## src/rtl/key_debouncer_pkg.sv

```systemverilog
// Shared types and constants for the key_debouncer block.
// The FSM encoding and synchronizer depth are common to every key channel.
package key_debouncer_pkg;

    typedef enum logic [1:0] {
        RELEASED     = 2'd0,
        PRESS_WAIT   = 2'd1,
        PRESSED      = 2'd2,
        RELEASE_WAIT = 2'd3
    } key_fsm_t;

    localparam int SYNC_STAGES = 2;

    // Smallest counter width that can hold max_val; never narrower than one bit.
    function automatic int cnt_width(input int max_val);
        return (max_val < 1) ? 1 : $clog2(max_val + 1);
    endfunction

endpackage

```

## src/rtl/key_debounce_channel.sv

```systemverilog
// One debounced key: synchronizer, qualification FSM, stability counter and
// registered pulses. Auto-repeat is built only when KEY_DEBOUNCER_AUTOREPEAT_EN is defined.
module key_debounce_channel
    import key_debouncer_pkg::*;
#(
    parameter int STABLE_CYCLES = 500000,
    parameter int REPEAT_DELAY  = 25000000,
    parameter int REPEAT_PERIOD = 5000000
) (
    input  logic clk,
    input  logic reset_n,
    input  logic key_act_async,
    output logic key_state,
    output logic key_pressed,
    output logic key_released
);

    localparam int              CNT_W    = cnt_width(STABLE_CYCLES);
    localparam logic [CNT_W-1:0] CNT_ONE  = CNT_W'(1);
    localparam logic [CNT_W-1:0] CNT_LAST = CNT_W'(STABLE_CYCLES - 1);

    if (STABLE_CYCLES < 2 || REPEAT_DELAY < 1 || REPEAT_PERIOD < 1) begin : g_bad_params
        $error("key_debounce_channel: illegal parameter value");
    end

    logic [SYNC_STAGES-1:0] sync_q;
    logic                   act;

    key_fsm_t         state_q, state_d;
    logic [CNT_W-1:0] cnt_q, cnt_d;
    logic             press_evt_q, press_evt_d;
    logic             release_evt_q, release_evt_d;
    logic             rpt_tick;
    logic             pressed_d, released_d, level_d;

    // Input is already polarity-normalised, so 0 is the inactive level on reset.
    always_ff @(posedge clk or negedge reset_n) begin
        if (!reset_n) begin
            sync_q <= '0;
        end else begin
            sync_q <= {sync_q[SYNC_STAGES-2:0], key_act_async};
        end
    end

    assign act = sync_q[SYNC_STAGES-1];

    // NOTE: non-blocking assignments here so every flop samples pre-edge values.
    always_ff @(posedge clk or negedge reset_n) begin
        if (!reset_n) begin
            state_q       <= RELEASED;
            cnt_q         <= '0;
            press_evt_q   <= 1'b0;
            release_evt_q <= 1'b0;
            key_state     <= 1'b0;
            key_pressed   <= 1'b0;
            key_released  <= 1'b0;
        end else begin
            state_q       <= state_d;
            cnt_q         <= cnt_d;
            press_evt_q   <= press_evt_d;
            release_evt_q <= release_evt_d;
            key_state     <= level_d;
            key_pressed   <= pressed_d;
            key_released  <= released_d;
        end
    end

    // NOTE: every signal gets a default first, so no path can leave a latch.
    always_comb begin
        state_d       = state_q;
        cnt_d         = cnt_q;
        press_evt_d   = 1'b0;
        release_evt_d = 1'b0;
        case (state_q)
            RELEASED: begin
                if (act) begin
                    state_d = PRESS_WAIT;
                    cnt_d   = CNT_ONE;
                end
            end
            PRESS_WAIT: begin
                if (!act) begin
                    state_d = RELEASED;
                    cnt_d   = '0;
                end else if (cnt_q == CNT_LAST) begin
                    state_d     = PRESSED;
                    cnt_d       = '0;
                    press_evt_d = 1'b1;
                end else begin
                    cnt_d = cnt_q + CNT_ONE;
                end
            end
            PRESSED: begin
                if (!act) begin
                    state_d = RELEASE_WAIT;
                    cnt_d   = CNT_ONE;
                end
            end
            RELEASE_WAIT: begin
                if (act) begin
                    state_d = PRESSED;
                    cnt_d   = '0;
                end else if (cnt_q == CNT_LAST) begin
                    state_d       = RELEASED;
                    cnt_d         = '0;
                    release_evt_d = 1'b1;
                end else begin
                    cnt_d = cnt_q + CNT_ONE;
                end
            end
            default: begin
                state_d = RELEASED;
                cnt_d   = '0;
            end
        endcase
    end

    // Pulses lag the FSM transition by one edge so key_state and the pulse move together.
    always_comb begin
        pressed_d  = press_evt_q | rpt_tick;
        released_d = release_evt_q;
        level_d    = (state_q == PRESSED) || (state_q == RELEASE_WAIT);
    end

`ifdef KEY_DEBOUNCER_AUTOREPEAT_EN
    localparam int               RPT_MAX   = (REPEAT_DELAY > REPEAT_PERIOD) ? REPEAT_DELAY : REPEAT_PERIOD;
    localparam int               RPT_W     = cnt_width(RPT_MAX);
    localparam logic [RPT_W-1:0] RPT_ONE   = RPT_W'(1);
    localparam logic [RPT_W-1:0] RPT_FIRST = RPT_W'(REPEAT_DELAY);
    localparam logic [RPT_W-1:0] RPT_NEXT  = RPT_W'(REPEAT_PERIOD);

    logic [RPT_W-1:0] rpt_cnt_q;
    logic             rpt_first_q;

    always_comb begin
        rpt_tick = (state_q == PRESSED) &&
                   (rpt_cnt_q == (rpt_first_q ? RPT_FIRST : RPT_NEXT));
    end

    // Counter restarts whenever PRESSED is left, so a release bounce re-arms the full delay.
    always_ff @(posedge clk or negedge reset_n) begin
        if (!reset_n) begin
            rpt_cnt_q   <= '0;
            rpt_first_q <= 1'b1;
        end else if (state_q != PRESSED) begin
            rpt_cnt_q   <= '0;
            rpt_first_q <= 1'b1;
        end else if (rpt_tick) begin
            rpt_cnt_q   <= RPT_ONE;
            rpt_first_q <= 1'b0;
        end else begin
            rpt_cnt_q   <= rpt_cnt_q + RPT_ONE;
        end
    end
`else
    assign rpt_tick = 1'b0;
`endif

endmodule

```

## src/rtl/key_debouncer.sv

```systemverilog
// N-key push-button debouncer: normalises key polarity and instantiates one
// key_debounce_channel per key. Define KEY_DEBOUNCER_AUTOREPEAT_EN for auto-repeat.
module key_debouncer
    import key_debouncer_pkg::*;
#(
    parameter int N_KEYS         = 2,
    parameter int STABLE_CYCLES  = 500000,
    parameter int KEY_ACTIVE_LOW = 1,
    parameter int REPEAT_DELAY   = 25000000,
    parameter int REPEAT_PERIOD  = 5000000
) (
    input  logic              clk,
    input  logic              reset_n,
    input  logic [N_KEYS-1:0] key_raw,
    output logic [N_KEYS-1:0] key_state,
    output logic [N_KEYS-1:0] key_pressed,
    output logic [N_KEYS-1:0] key_released
);

    localparam logic [N_KEYS-1:0] RAW_INVERT = {N_KEYS{KEY_ACTIVE_LOW != 0}};

    logic [N_KEYS-1:0] key_act_async;

    // A constant inversion ahead of the synchronizer cannot create a glitch of its own.
    assign key_act_async = key_raw ^ RAW_INVERT;

    for (genvar k = 0; k < N_KEYS; k++) begin : g_key
        key_debounce_channel #(
            .STABLE_CYCLES (STABLE_CYCLES),
            .REPEAT_DELAY  (REPEAT_DELAY),
            .REPEAT_PERIOD (REPEAT_PERIOD)
        ) u_channel (
            .clk           (clk),
            .reset_n       (reset_n),
            .key_act_async (key_act_async[k]),
            .key_state     (key_state[k]),
            .key_pressed   (key_pressed[k]),
            .key_released  (key_released[k])
        );
    end

endmodule

```

## config.mk

```make
export PLATFORM = sky130hd
export DESIGN_NAME = key_debouncer
export DESIGN_NICKNAME = d
export VERILOG_FILES = /design/src/rtl/key_debouncer_pkg.sv /design/src/rtl/key_debounce_channel.sv /design/src/rtl/key_debouncer.sv
export SDC_FILE = /design/constraint.sdc
export NUM_CORES = 1
export LEC_CHECK = 0
export ABC_AREA = 1
export BUFFER_PORTS_ARGS = -buffer_cell sky130_fd_sc_hd__buf_2
export CORE_ASPECT_RATIO = 1.1
export CORE_MARGIN = 2
export CORE_UTILIZATION = 55
export DETAILED_ROUTE_END_ITERATION = 16
export GPL_TIMING_DRIVEN = 1
export MAX_ROUTING_LAYER = met4
export PLACE_DENSITY = 0.75
export SYNTH_ARGS = -nofsm -noshare
export SYNTH_HDL_FRONTEND = slang
export SYNTH_HIERARCHICAL = 1
export SYNTH_SLANG_ARGS = --single-unit
export TNS_END_PERCENT = 20
```

## constraint.sdc

```tcl
create_clock -name clk -period 1.35 [get_ports clk]
set_clock_uncertainty 0.05 [all_clocks]
set_input_delay 0.0675 -clock clk [delete_from_list [all_inputs] [get_ports clk]]
set_output_delay 0.0675 -clock clk [all_outputs]
set_load 0.02 [all_outputs]
```

==> results.cfg <==
[run_status]
outcome = finished, violations left
violations = negative setup slack

[pwr]
leakage_nw = 1.97
vdd_ir_drop_max_uv = 929
pwr_density_cell_nw_per_um2 = 1160

[timing]
rsz0062_at_grt = yes
fin_crit_sh_pct = 114
tns_ns = -4.22
whs_ns = 0.232
final.min_clock_period_ns = 1.53
slew_viol_final = 0
fin_ws_ns = -0.184
worst_pin_slew_ns = 0.298
setup_viol = 44
slew_headroom_pct = 80.1
hold_viol_final = 0
clock.fmax_ghz = 0.652

[route]
wl_per_cell_um = 13.4
wl_um = 7490
route.detailed.drc = 0
drt_iter0_drc = 122
viasPerCell = 5.06
ant_nets = 0
firstDrtPassIters = 4
vias = 2827

[global_routing]
grt_overflow = 0
grt_pass1_wl_um = 12200
grt_usage_pct = 27.1
grt_max_degree = 57
grt_pass1_vias = 2922
antenna_found_initial = 0

[placed_design]
numPlacedInstances = 548
hpwlAfterDp_um = 5140
port_buffers = 9
gp_congestion = 0.857
dp_slack_ns = -0.172

[final_layout]
finish.utilization_pct = 78.8
nNetsFinal = 489
drive_gt1_share_pct = 37.8
fillers = 355
antenna_cells = 0
final_cells = 559
areaGrowthSynthToFinish_pct = 40.9
final_common_cell = nand2_1
final_cell_mix = nand2_1, buf_4, dfrtp_1

[synth]
synth-seq-area-share_pct = 47.4
synth_area_leader_cell = dfrtp_1
syn-num-nets = 386
yosysWarnings = 6
synthDistinctLibCells = 22
ys_seq_elements = 56
netlist_instances = 380
ys.flop_type = dfrtp_1
yosysTopAreaCellShare_pct = 47.4
syn_area_um2 = 2960
netlist_top_cells_area = dfrtp_1, nand2_1, nand3_1, inv_1, nor2_1
synthArstFlopShare_pct = 100
synth_edf_count = 0
syn_avg_cell_area_um2 = 7.78

[floorplanning]
ios = 10
die_x_um = 73.9
die_area_um2 = 5980
die_h_um = 80.9
core_um2 = 5290
fp-row-count = 28
initial_core_util_pct = 55.9

[critical_path]
cp_slowest_cell = dfrtp_1
crit_family = simple AND/OR/NAND/NOR gates
path_common_cell = nor2_4
crit_chain = nor2_1, nand4_1, nor2_4, nor2_4, buf_6, nand3_2, o21ai_1
cp-end-kind = flip-flop
critPathArrivalTime_ns = 1.68
cpPeakStageDelay_ns = 0.44
startpoint_type = flip-flop
crit_path_max_fanout = 5
worst-endpoint-required_ns = 1.50
path_buf_inv = 1
worstSetupPathType = reg2reg

[clocking]
clk_latency_ns = 0.31
clockBufferDepth = 2
h-tree-depth = 2
cts_setup_buffers = 0
cts_inserted_buffers = 5
clkTransAtPathRegs_ns = 0.10
root_buffer = clkbuf_8
cts_tree = yes
clkSinkCount = 56

[run]
cap_violations = 0

[hold_path]
min_path_type = in2async
logic make-up (layout without fill, tap and decap cells):
logic type               Yosys count  after routing  synth area share [%]
flip-flops                        56             56                  47.4
buffers and inverters             56            160                  7.70
AND/OR/NAND/NOR                  212            212                  32.9
AO/OA/AOI/OAI                     40             40                  7.02
XOR/XNOR                          14             14                  4.15
adder cells (fa/ha/maj)            2              2                 0.846
worst min-delay path, stage by stage:
cell and delay (ns):
dlygate4sd3_1 0.52, buf_2 0.12, buf_12 0.28
registers in the layout (all words and copies together) (netlist names), named ones only:
register and count:
g_key.u_channel/key_state 2, g_key.u_channel/release_evt_q 2, g_key.u_channel/press_evt_q 2, g_key.u_channel/key_pressed 2, g_key.u_channel/state_q 2, g_key.u_channel/key_released 2, g_key.u_channel/sync_q 4, g_key.u_channel/cnt_q 38
path summary, 6_finish.rpt:
check | startpoint | end | slack (ns) | cells past startpoint
max reg2reg | g_key[1].u_channel/cnt_q[6]$_DFFE_PN0P_ | g_key[1].u_channel/cnt_q[8]$_DFFE_PN0P_ | -0.18 | 7
max in group asynchronous | reset_n | g_key[1].u_channel/cnt_q[2]$_DFFE_PN0P_ | 0.75 | 3
max | g_key[1].u_channel/cnt_q[6]$_DFFE_PN0P_ | g_key[1].u_channel/cnt_q[8]$_DFFE_PN0P_ | -0.18 | 7
min in group clk | g_key[0].u_channel/release_evt_q$_DFF_PN0_ | g_key[0].u_channel/key_released$_DFF_PN0_ | 0.31 | 0
min | reset_n | g_key[0].u_channel/cnt_q[9]$_DFFE_PN0P_ | 0.23 | 3
min reg2reg | g_key[0].u_channel/release_evt_q$_DFF_PN0_ | g_key[0].u_channel/key_released$_DFF_PN0_ | 0.31 | 0
area by class of cell:
type,count,area [um2],area share [%]
Clock buffer,7,86.3,2.07
Clock inverter,1,7.51,0.180
Inverter,50,188,4.50
Multi-Input combinational cell,268,1600,38.3
Sequential cell,56,1400,33.7
Tap cell,75,93.8,2.25
Timing Repair Buffer,102,795,19.1
where the power goes:
part / internal [W] / switching, W / total (W)
Combinational: 0.000836 / 0.00105 / 0.00188
Sequential: 0.00184 / 0.000148 / 0.00199
Clock: 0.000418 / 0.000539 / 0.000957
through the flow:
| step | total power, W | cell area [um2] |
|---|---|---|
| after floorplan | 0.00283 | 3020 |
| after global placement | 0.00359 | 3820 |
| after detailed placement | 0.00364 | 3820 |
| after CTS | 0.00469 | 4030 |
| after global routing | 0.00510 | 4170 |
| final | 0.00483 | 4170 |
synthesized netlist by cell type (all sizes together) (4+ instances only):
library cell and count:
o21ai 28, inv 50, o22ai 6, dfrtp 56, nand2 114, nor3 4, a21oi 6, nand3 42
nor2 48, buf 4, xor2 14
per-layer routing:
| metal | GRT usage [%] | part of all wire, % | up-vias |
|---|---|---|---|
| met5 | - | 0 | - |
| met4 | 10.4 | 2.3 | 0 |
| met3 | 3.23 | 2.5 | 21 |
| met2 | 50.8 | 56 | 54 |
| met1 | 28.7 | 39 | 1351 |
| li1 | - | - | 1401 |
timing repair:
action	CTS	global route
gates resized for setup	30	42
pin swaps	12	17
cloned	0	0
hold endpoints to repair	58	0
hold buffers	3	0
setup endpoints to repair	41	44
Power figures use the tool's default switching activity.
